## src/rtl/writeback_arbiter_if.sv

```systemverilog
// Execution-unit result ports and register-file write ports of the writeback arbiter.
// The slave modport is the arbiter's view; master is the environment (units + register files).
interface writeback_arbiter_if #(
    parameter int RS_ID_WIDTH = 5
);
    // IBM numbering: xer bit 0 is the MSB, i.e. xer[31] here.
    typedef struct packed {
        logic [31:0] xer;
        logic        xer_valid;
        logic        so;
        logic        cr0_valid;
    } cond_exception_t;

    logic                   in0_valid;
    logic                   in0_ready;
    logic [RS_ID_WIDTH-1:0] in0_rs_id;
    logic [4:0]             in0_reg_addr;
    logic [31:0]            in0_result;
    cond_exception_t        in0_cr0_xer;

    logic                   in1_valid;
    logic                   in1_ready;
    logic [RS_ID_WIDTH-1:0] in1_rs_id;
    logic [4:0]             in1_reg_addr;
    logic [31:0]            in1_result;
    cond_exception_t        in1_cr0_xer;

    logic                   wb_ready;
    logic                   gpr_we;
    logic [4:0]             gpr_addr;
    logic [31:0]            gpr_data;
    logic                   cr0_we;
    logic [3:0]             cr0;
    logic                   xer_we;
    logic [31:0]            xer_data;
    logic                   done_valid;
    logic [RS_ID_WIDTH-1:0] done_rs_id;

    modport slave (
        input  in0_valid, in0_rs_id, in0_reg_addr, in0_result, in0_cr0_xer,
        input  in1_valid, in1_rs_id, in1_reg_addr, in1_result, in1_cr0_xer,
        input  wb_ready,
        output in0_ready, in1_ready,
        output gpr_we, gpr_addr, gpr_data, cr0_we, cr0, xer_we, xer_data,
        output done_valid, done_rs_id
    );

    modport master (
        output in0_valid, in0_rs_id, in0_reg_addr, in0_result, in0_cr0_xer,
        output in1_valid, in1_rs_id, in1_reg_addr, in1_result, in1_cr0_xer,
        output wb_ready,
        input  in0_ready, in1_ready,
        input  gpr_we, gpr_addr, gpr_data, cr0_we, cr0, xer_we, xer_data,
        input  done_valid, done_rs_id
    );
endinterface

```

## src/rtl/writeback_arbiter.sv

```systemverilog
// Merges two execution-unit result streams into an in-order buffer and retires one
// result per cycle to the GPR/CR0/XER write ports, releasing the reservation-station tag.
module writeback_arbiter #(
    parameter int RS_ID_WIDTH = 5,
    parameter int DEPTH       = 4
) (
    input logic                clk,
    input logic                rst,
    writeback_arbiter_if.slave bus
);
    localparam int AW = $clog2(DEPTH);
    localparam logic [AW:0] FULL_CNT = (AW + 1)'(DEPTH);

    // cr0 is {LT, GT, EQ, SO}: IBM CR bit 0 (LT) sits in the MSB.
    typedef struct packed {
        logic [RS_ID_WIDTH-1:0] rs_id;
        logic [4:0]             reg_addr;
        logic [31:0]            result;
        logic [3:0]             cr0;
        logic                   cr0_valid;
        logic [31:0]            xer;
        logic                   xer_valid;
    } entry_t;

    entry_t      mem [DEPTH];
    entry_t      in_entry;
    entry_t      head;
    logic [AW:0] count;
    logic [AW-1:0] wr_ptr;
    logic [AW-1:0] rd_ptr;
    logic        prio;
    logic        full;
    logic        empty;
    logic        push0;
    logic        push1;
    logic        push;
    logic        pop;

    assign full  = (count == FULL_CNT);
    assign empty = (count == '0);

    // Handshake: a result transfers on a rising edge where inX_valid and inX_ready are both
    // high; sources hold valid and payload until then. Ready never looks at wb_ready, and
    // with both sources valid only the one that prio points at sees ready.
    assign bus.in0_ready = ~rst & ~full & (~bus.in1_valid | ~prio);
    assign bus.in1_ready = ~rst & ~full & (~bus.in0_valid | prio);

    assign push0 = bus.in0_valid & bus.in0_ready;
    assign push1 = bus.in1_valid & bus.in1_ready;
    assign push  = push0 | push1;
    assign pop   = ~empty & bus.wb_ready;
    assign head  = mem[rd_ptr];

    always_comb begin
        in_entry = '0;
        if (push1) begin
            in_entry.rs_id     = bus.in1_rs_id;
            in_entry.reg_addr  = bus.in1_reg_addr;
            in_entry.result    = bus.in1_result;
            in_entry.cr0_valid = bus.in1_cr0_xer.cr0_valid;
            in_entry.xer       = bus.in1_cr0_xer.xer;
            in_entry.xer_valid = bus.in1_cr0_xer.xer_valid;
            in_entry.cr0[0]    = bus.in1_cr0_xer.so;
        end else begin
            in_entry.rs_id     = bus.in0_rs_id;
            in_entry.reg_addr  = bus.in0_reg_addr;
            in_entry.result    = bus.in0_result;
            in_entry.cr0_valid = bus.in0_cr0_xer.cr0_valid;
            in_entry.xer       = bus.in0_cr0_xer.xer;
            in_entry.xer_valid = bus.in0_cr0_xer.xer_valid;
            in_entry.cr0[0]    = bus.in0_cr0_xer.so;
        end
        in_entry.cr0[3] = in_entry.result[31];
        in_entry.cr0[2] = ~in_entry.result[31] & (|in_entry.result);
        in_entry.cr0[1] = ~(|in_entry.result);
    end

    always_ff @(posedge clk) begin
        if (push) begin
            mem[wr_ptr] <= in_entry;
        end
    end

    always_ff @(posedge clk or posedge rst) begin
        if (rst) begin
            count  <= '0;
            wr_ptr <= '0;
            rd_ptr <= '0;
            prio   <= 1'b0;
        end else begin
            if (push) begin
                wr_ptr <= wr_ptr + 1'b1;
            end
            if (pop) begin
                rd_ptr <= rd_ptr + 1'b1;
            end
            case ({push, pop})
                2'b10:   count <= count + 1'b1;
                2'b01:   count <= count - 1'b1;
                default: count <= count;
            endcase
            // After a contended push, prio points at the source that lost.
            if (bus.in0_valid & bus.in1_valid & push) begin
                prio <= ~prio;
            end
        end
    end

    always_ff @(posedge clk or posedge rst) begin
        if (rst) begin
            bus.gpr_we     <= 1'b0;
            bus.gpr_addr   <= '0;
            bus.gpr_data   <= '0;
            bus.cr0_we     <= 1'b0;
            bus.cr0        <= '0;
            bus.xer_we     <= 1'b0;
            bus.xer_data   <= '0;
            bus.done_valid <= 1'b0;
            bus.done_rs_id <= '0;
        end else begin
            bus.gpr_we     <= pop;
            bus.cr0_we     <= pop & head.cr0_valid;
            bus.xer_we     <= pop & head.xer_valid;
            bus.done_valid <= pop;
            if (pop) begin
                bus.gpr_addr   <= head.reg_addr;
                bus.gpr_data   <= head.result;
                bus.cr0        <= head.cr0;
                bus.xer_data   <= head.xer;
                bus.done_rs_id <= head.rs_id;
            end
        end
    end
endmodule

```

## src/flat_wrapper.sv

```systemverilog
// flat-port wrapper written by rule: the top's interface ports become plain ports
module writeback_arbiter_flat 
#(
    parameter int RS_ID_WIDTH = 5,
    parameter int DEPTH       = 4
)
  (clk, rst, bus_in0_valid, bus_in0_rs_id, bus_in0_reg_addr, bus_in0_result, bus_in0_cr0_xer, bus_in1_valid, bus_in1_rs_id, bus_in1_reg_addr, bus_in1_result, bus_in1_cr0_xer, bus_wb_ready, bus_in0_ready, bus_in1_ready, bus_gpr_we, bus_gpr_addr, bus_gpr_data, bus_cr0_we, bus_cr0, bus_xer_we, bus_xer_data, bus_done_valid, bus_done_rs_id);
  writeback_arbiter_if #(.RS_ID_WIDTH(RS_ID_WIDTH)) bus_i ();
  input logic clk;
  input logic rst;
  input wire logic [$bits(bus_i.in0_valid)-1:0] bus_in0_valid;
  input wire logic [$bits(bus_i.in0_rs_id)-1:0] bus_in0_rs_id;
  input wire logic [$bits(bus_i.in0_reg_addr)-1:0] bus_in0_reg_addr;
  input wire logic [$bits(bus_i.in0_result)-1:0] bus_in0_result;
  input wire logic [$bits(bus_i.in0_cr0_xer)-1:0] bus_in0_cr0_xer;
  input wire logic [$bits(bus_i.in1_valid)-1:0] bus_in1_valid;
  input wire logic [$bits(bus_i.in1_rs_id)-1:0] bus_in1_rs_id;
  input wire logic [$bits(bus_i.in1_reg_addr)-1:0] bus_in1_reg_addr;
  input wire logic [$bits(bus_i.in1_result)-1:0] bus_in1_result;
  input wire logic [$bits(bus_i.in1_cr0_xer)-1:0] bus_in1_cr0_xer;
  input wire logic [$bits(bus_i.wb_ready)-1:0] bus_wb_ready;
  output wire logic [$bits(bus_i.in0_ready)-1:0] bus_in0_ready;
  output wire logic [$bits(bus_i.in1_ready)-1:0] bus_in1_ready;
  output wire logic [$bits(bus_i.gpr_we)-1:0] bus_gpr_we;
  output wire logic [$bits(bus_i.gpr_addr)-1:0] bus_gpr_addr;
  output wire logic [$bits(bus_i.gpr_data)-1:0] bus_gpr_data;
  output wire logic [$bits(bus_i.cr0_we)-1:0] bus_cr0_we;
  output wire logic [$bits(bus_i.cr0)-1:0] bus_cr0;
  output wire logic [$bits(bus_i.xer_we)-1:0] bus_xer_we;
  output wire logic [$bits(bus_i.xer_data)-1:0] bus_xer_data;
  output wire logic [$bits(bus_i.done_valid)-1:0] bus_done_valid;
  output wire logic [$bits(bus_i.done_rs_id)-1:0] bus_done_rs_id;
  assign bus_i.in0_valid = bus_in0_valid;
  assign bus_i.in0_rs_id = bus_in0_rs_id;
  assign bus_i.in0_reg_addr = bus_in0_reg_addr;
  assign bus_i.in0_result = bus_in0_result;
  assign bus_i.in0_cr0_xer = bus_in0_cr0_xer;
  assign bus_i.in1_valid = bus_in1_valid;
  assign bus_i.in1_rs_id = bus_in1_rs_id;
  assign bus_i.in1_reg_addr = bus_in1_reg_addr;
  assign bus_i.in1_result = bus_in1_result;
  assign bus_i.in1_cr0_xer = bus_in1_cr0_xer;
  assign bus_i.wb_ready = bus_wb_ready;
  assign bus_in0_ready = bus_i.in0_ready;
  assign bus_in1_ready = bus_i.in1_ready;
  assign bus_gpr_we = bus_i.gpr_we;
  assign bus_gpr_addr = bus_i.gpr_addr;
  assign bus_gpr_data = bus_i.gpr_data;
  assign bus_cr0_we = bus_i.cr0_we;
  assign bus_cr0 = bus_i.cr0;
  assign bus_xer_we = bus_i.xer_we;
  assign bus_xer_data = bus_i.xer_data;
  assign bus_done_valid = bus_i.done_valid;
  assign bus_done_rs_id = bus_i.done_rs_id;
  writeback_arbiter #(.RS_ID_WIDTH(RS_ID_WIDTH), .DEPTH(DEPTH)) u_core (.clk(clk), .rst(rst), .bus(bus_i));
endmodule
```

## config.mk

```make
export PLATFORM = sky130hd
export DESIGN_NAME = writeback_arbiter_flat
export DESIGN_NICKNAME = d
export VERILOG_FILES = /design/src/rtl/writeback_arbiter_if.sv /design/src/rtl/writeback_arbiter.sv /design/src/flat_wrapper.sv
export SDC_FILE = /design/constraint.sdc
export NUM_CORES = 1
export LEC_CHECK = 0
export CAP_MARGIN = 20
export CORE_AREA = 2 2 184 186
export CTS_CLUSTER_DIAMETER = 120
export DETAILED_ROUTE_END_ITERATION = 8
export DIE_AREA = 0 0 186 188
export HOLD_SLACK_MARGIN = 0.12
export MAX_ROUTING_LAYER = met4
export PLACE_DENSITY = 0.76
export SETUP_SLACK_MARGIN = 0.15
export SLEW_MARGIN = 20
export SYNTH_ARGS = -nofsm -noshare
export SYNTH_HDL_FRONTEND = slang
export SYNTH_SLANG_ARGS = --single-unit
```

## constraint.sdc

```tcl
create_clock -name clk -period 3.1 [get_ports clk]
set_input_delay 0.62 -clock clk [delete_from_list [all_inputs] [get_ports clk]]
set_output_delay 0.62 -clock clk [all_outputs]
set_load 0.01 [all_outputs]
```

# ---- After elaboration in Yosys (flattened, before gate mapping)
# Memory sizes are Yosys's and may differ from the RTL's.
# Index checks and enable logic that the tools add are counted.
dict set report totals {
  ff_bits 89
  mem_bits_rw 320
  in_bits 159
  output_inout_bits 84
  mem_count 1
}
dict set report op_classes {
  add_sub_neg 4
  n_eq_ne 3
  n_mux 5
  n_bitwise 22
  n_reduce_logical 3
}
# memory depth width read_ports rd_clocked_by_memory_dff wr line
set memory_table {}
lappend memory_table {u_core.mem 4 80 1 0 1 writeback_arbiter.sv:25} ;# entry_t mem [DEPTH];
# cell count
set op_table {}
lappend op_table {{$mux 42} 1}
lappend op_table {{$mux 35} 1}
lappend op_table {{$reduce_or 32->1} 1}
lappend op_table {{$and 1x1->1} 11}
lappend op_table {{$not 1->1} 8}
lappend op_table {{$pmux 3 s2} 1}
lappend op_table {{$add 2x1->2 const B} 2}
lappend op_table {{$add 3x1->3 const B} 1}
lappend op_table {{$eq 3x3->1 const B} 1}
lappend op_table {{$logic_not 3->1} 1}
lappend op_table {{$or 1x1->1} 3}
lappend op_table {{$sub 3x1->3 const B} 1}
lappend op_table {{$eq 2x1->1 const B} 1}
lappend op_table {{$eq 2x2->1 const B} 1}
lappend op_table {{$mux 1} 2}
lappend op_table {{$reduce_bool 2->1} 1}

# ---- Logic depth before layout (Yosys ltp)
dict set report depth {
  depth_word 8
  depth_mapped 10
  mapped_depth_nobuf 10
}

# ---- Worst setup path before layout
# No wires, ideal clock.
dict set report synth_timing {
  path_type {input-to-reg}
  start {input rst}
  end {memory u_core.mem[2][0] (netlist bit) (enable)}
  setup_time_ps 446
  arrival_time_ps 2972
  t_required_ps 2654
  path_slack_ps -317
  cell_stages 3
  cell_sequence {a21o_1 nor2_1 and2_1}
}
dict set report synth_via {
  elab_chain_cells 7
  word_cells_on_any_way 9
}
# item line
set synth_rtl {}
lappend synth_rtl {{start: declaration} flat_wrapper.sv:10} ;# input logic rst;
lappend synth_rtl {{$not 1->1 (*)} {writeback_arbiter.sv:45, writeback_arbiter.sv:46}}
lappend synth_rtl {{$and 1x1->1 (*)} {writeback_arbiter.sv:45, writeback_arbiter.sv:46}}
lappend synth_rtl {{$and 1x1->1 (on tied branches)} {writeback_arbiter.sv:45, writeback_arbiter.sv:46}}
lappend synth_rtl {{$and 1x1->1 (on tied branches)} {writeback_arbiter.sv:48, writeback_arbiter.sv:49}}
lappend synth_rtl {{$or 1x1->1 (*)} writeback_arbiter.sv:50} ;# assign push = push0 | push1;
lappend synth_rtl {{$mux 1 (*)} writeback_arbiter.sv:79} ;# if (push) begin
lappend synth_rtl {{$mux 1 (implied by the code) (*)} writeback_arbiter.sv:80} ;# mem[wr_ptr] <= in_entry;
lappend synth_rtl {{end: declaration} writeback_arbiter.sv:25}
# Mark *: on every way between the ends. The rest lies on a longest branch, timed or not.

# ---- Worst setup path in the final report
dict set report layout_timing {
  start {input rst}
  end {output bus_in0_ready}
}
dict set report layout_via {
  elab_chain_cells 3
}
# item line
set layout_rtl {}
lappend layout_rtl {{$not 1->1} writeback_arbiter.sv:45} ;# assign bus.in0_ready = ~rst & ~full & (~bus.in1_valid | ~prio);
lappend layout_rtl {{$and 1x1->1 (2 in a row)} writeback_arbiter.sv:45}
lappend layout_rtl {{end: declaration} flat_wrapper.sv:22} ;# output wire logic [$bits(bus_i.in0_ready)-1:0] bus_in0_ready;
# Every way passes these cells.

==> impl_metrics.ini <==
[critical_path]
cp-start-kind = primary input
slowest_stage = clkdlybuf4s50_1
cp.required_ns = 2.48
worstReg2RegStart = u_core.count[0]
cpMostUsedCell = clkdlybuf4s50_1
path_class = in -> out
startpoint = rst
critical_path.cell_chain = clkdlybuf4s50_1 > a21o_1 > a21oi_1 > clkdlybuf4s50_1
crit_path_end_kind = primary output
path_max_fanout = 4
cpPeakStageDelay_ns = 0.54
critical_path_arrival_ns = 2.03

[sta]
max_freq_mhz = 376.7
layout_min_cycle_time_ns = 2.655
finClkSkew_ns = 0.01953
rsz0062_at_grt = no
worstMarginPinSlew_ns = 0.9811
setup_tns_ns = 0
setup_viol = 0
slew_violations = 0
finalCritPeriodShare_pct = 85.64
hold_slack_ns = 0.4731
hold_viol_final = 0
timing.slew.headroom_pct = 34.60

[power_and_ir_drop]
p_leak_nw = 7.382
power_density_nw_per_um2 = 884.4
max-vdd-ir-drop_mv = 0.4477

[routing]
viasPerCell = 5.425
drt-initial-drc-count = 727
drc = 0
wl_mm = 35.38
vias = 8956
drt_pre_antenna_iters = 5
wire_per_inst_microns = 21.43
final_antenna_net_count = 0

[floorplan]
die_y_microns = 188
die_w_microns = 186
initial_core_util_pct = 48.14
io_pins = 243
num_rows = 67
core_sq_um = 33110
die_area_sq_um = 34970

[yosys]
synth.distinct_cells = 31
yosys.area.top_type = edfxtp_1
synth_nets = 1069
ys_seq_elements = 404
syn_area_sq_um = 15940
synth_top_area_share_pct = 59.52
ys_warn_count = 0
avgSynthCellArea_sq_um = 17.63
seq_area_frac_synth_pct = 73.34
synth_area_leaders = edfxtp_1 (60%), dfrtp_1 (14%), mux4_2 (11%)
netlist_instances = 904

[clock_network]
insertion_delay_ns = 0.52
postCtsSetupBuffers = 0
cts_tree = done
cts_hold_buf = 0
clk_pin_slew_worst_paths_ns = 0.06
clock_path_buffers = 3
cts-resized-gates = 0
cts-root-buf = clkbuf_16
cts.sink_count = 404
cts_max_level = 2
cts_made_buffers = 40

[final_layout]
utilization_pct = 61.68
drive_gt1_share_pct = 20.78
diodes = 0
nets = 1338
area_growth_pct = 28.11
stdcell_count = 1651

[hold_path]
min_from = u_core.bus.done_rs_id[1]
hold_class = reg -> reg

[placed_design]
place_inst = 1579
io_buffers = 242
hpwl_mm = 22.67
gp_congestion = 0.7979

[grt]
grt_use_total_pct = 21.24
grt_pass1_wl_mm = 54.40
antenna_found_initial = 0
grt_pass1_vias = 9488
grt_start_max_net_pins = 82
grt_remaining_overflow = 0

[outcome]
status = finished clean

[run]
cap_violations = 0
## cells by family (layout without fill, tap and decap cells)
family	Yosys count	after routing	synth area share, %
buffers and inverters	54	353	1.766
adder cells (fa/ha/maj)	6	6	0.5180
flip-flops	404	404	73.34
AND/OR/NAND/NOR	268	268	6.773
AO/OA/AOI/OAI	6	6	0.4160
XOR/XNOR	7	7	0.3846
multiplexers	159	159	16.80
## metal layers
metal  track usage, %  vias up  share of wire [%]
li1                 -     3952                  -
met4            4.512        0                1.8
met5                -        -                  0
met2            33.73      408                 49
met1            29.05     4544                 42
met3            3.904       52                8.1
## synthesized netlist by cell type (all sizes together)
cell and n:
a2111oi 1, fa 1, o31ai 1, a21oi 2, nor2b 1, nand2 232
inv 9, xnor2 5, nand4 4, and2 6, a21o 1, dfrtp 88
mux4 79, nand3 1, nand2b 1, mux2i 1, nor4 16, o32ai 1
ha 5, xor2 2, edfxtp 316, mux2 79, nor2 7, clkbuf 22
buf 23
## final timing paths
kind / end / slack (ns) / cells past startpoint
min in group asynchronous: u_core.bus.done_rs_id[0] / 0.57 / 2
max in group asynchronous: u_core.bus.gpr_addr[1] / 1.90 / 3
min: u_core.bus.done_rs_id[1] / 0.47 / 2
max reg2reg: u_core.mem[0][21] / 0.82 / 4
min reg2reg: u_core.bus.done_rs_id[1] / 0.47 / 2
max: bus_in0_ready / 0.45 / 4
## per-stage QoR
stage               instance area [sq um]  setup WS (ns)  power [mW]
floorplan                           15950         0.2014       10.99
global placement                    19090         0.1703       13.28
detailed placement                  19090         0.1578       13.43
CTS                                 20420         0.4354       18.27
global route                        20420         0.3578       18.93
finish                              20420         0.4453       18.06
## sequential cells by signal, summed over array words and instances (netlist names)
register and cells:
u_core.bus.xer_we 1, u_core.rd_ptr 2, u_core.prio 1, u_core.mem 316, u_core.bus.gpr_data 31, u_core.bus.cr0_we 1, u_core.count 3, u_core.bus.gpr_we 1
u_core.bus.cr0 4, u_core.bus.gpr_addr 5, u_core.bus.xer_data 32, u_core.wr_ptr 2, u_core.bus.done_rs_id 5
## area by class of cell
cell class                 instances  area [sq um]
inverter                           9         37.54
tap                              448         560.5
multi-input combinational        446          3988
clock buffer                      53          1121
clock inverter                    19         207.7
fill                            2362         12690
sequential                       404         11700
timing repair buffer             272          2810
## cells in the final DEF, fill, tap and decap left out, drive strengths merged, types with 2 or more instances in the layout
master / count
edfxtp: 316
clkdlybuf4s50: 242
nand2: 232
dfrtp: 88
mux4: 79
mux2: 79
clkbuf: 53
buf: 30
nor4: 16
clkinv: 13
inv: 8
nor2: 7
and2: 6
xnor2: 5
ha: 5
nand4: 4
bufinv: 4
clkinvlp: 3
a21oi: 2
xor2: 2
## report_power, final
group / leakage (nW) / switching [mW] / internal, mW / total [mW]
Combinational: 2.78 / 2.48 / 2.79 / 5.27
Clock: 0.649 / 1.93 / 2.88 / 4.81
Sequential: 3.95 / 0.702 / 7.27 / 7.97
## critical path: cells and delay by family
| kind | cells | cell delay, ns |
|---|---|---|
| buf+inv | 2 | 1.07 |
| compound gates | 2 | 0.34 |
Note: power is estimated with default switching activity, not from simulation.
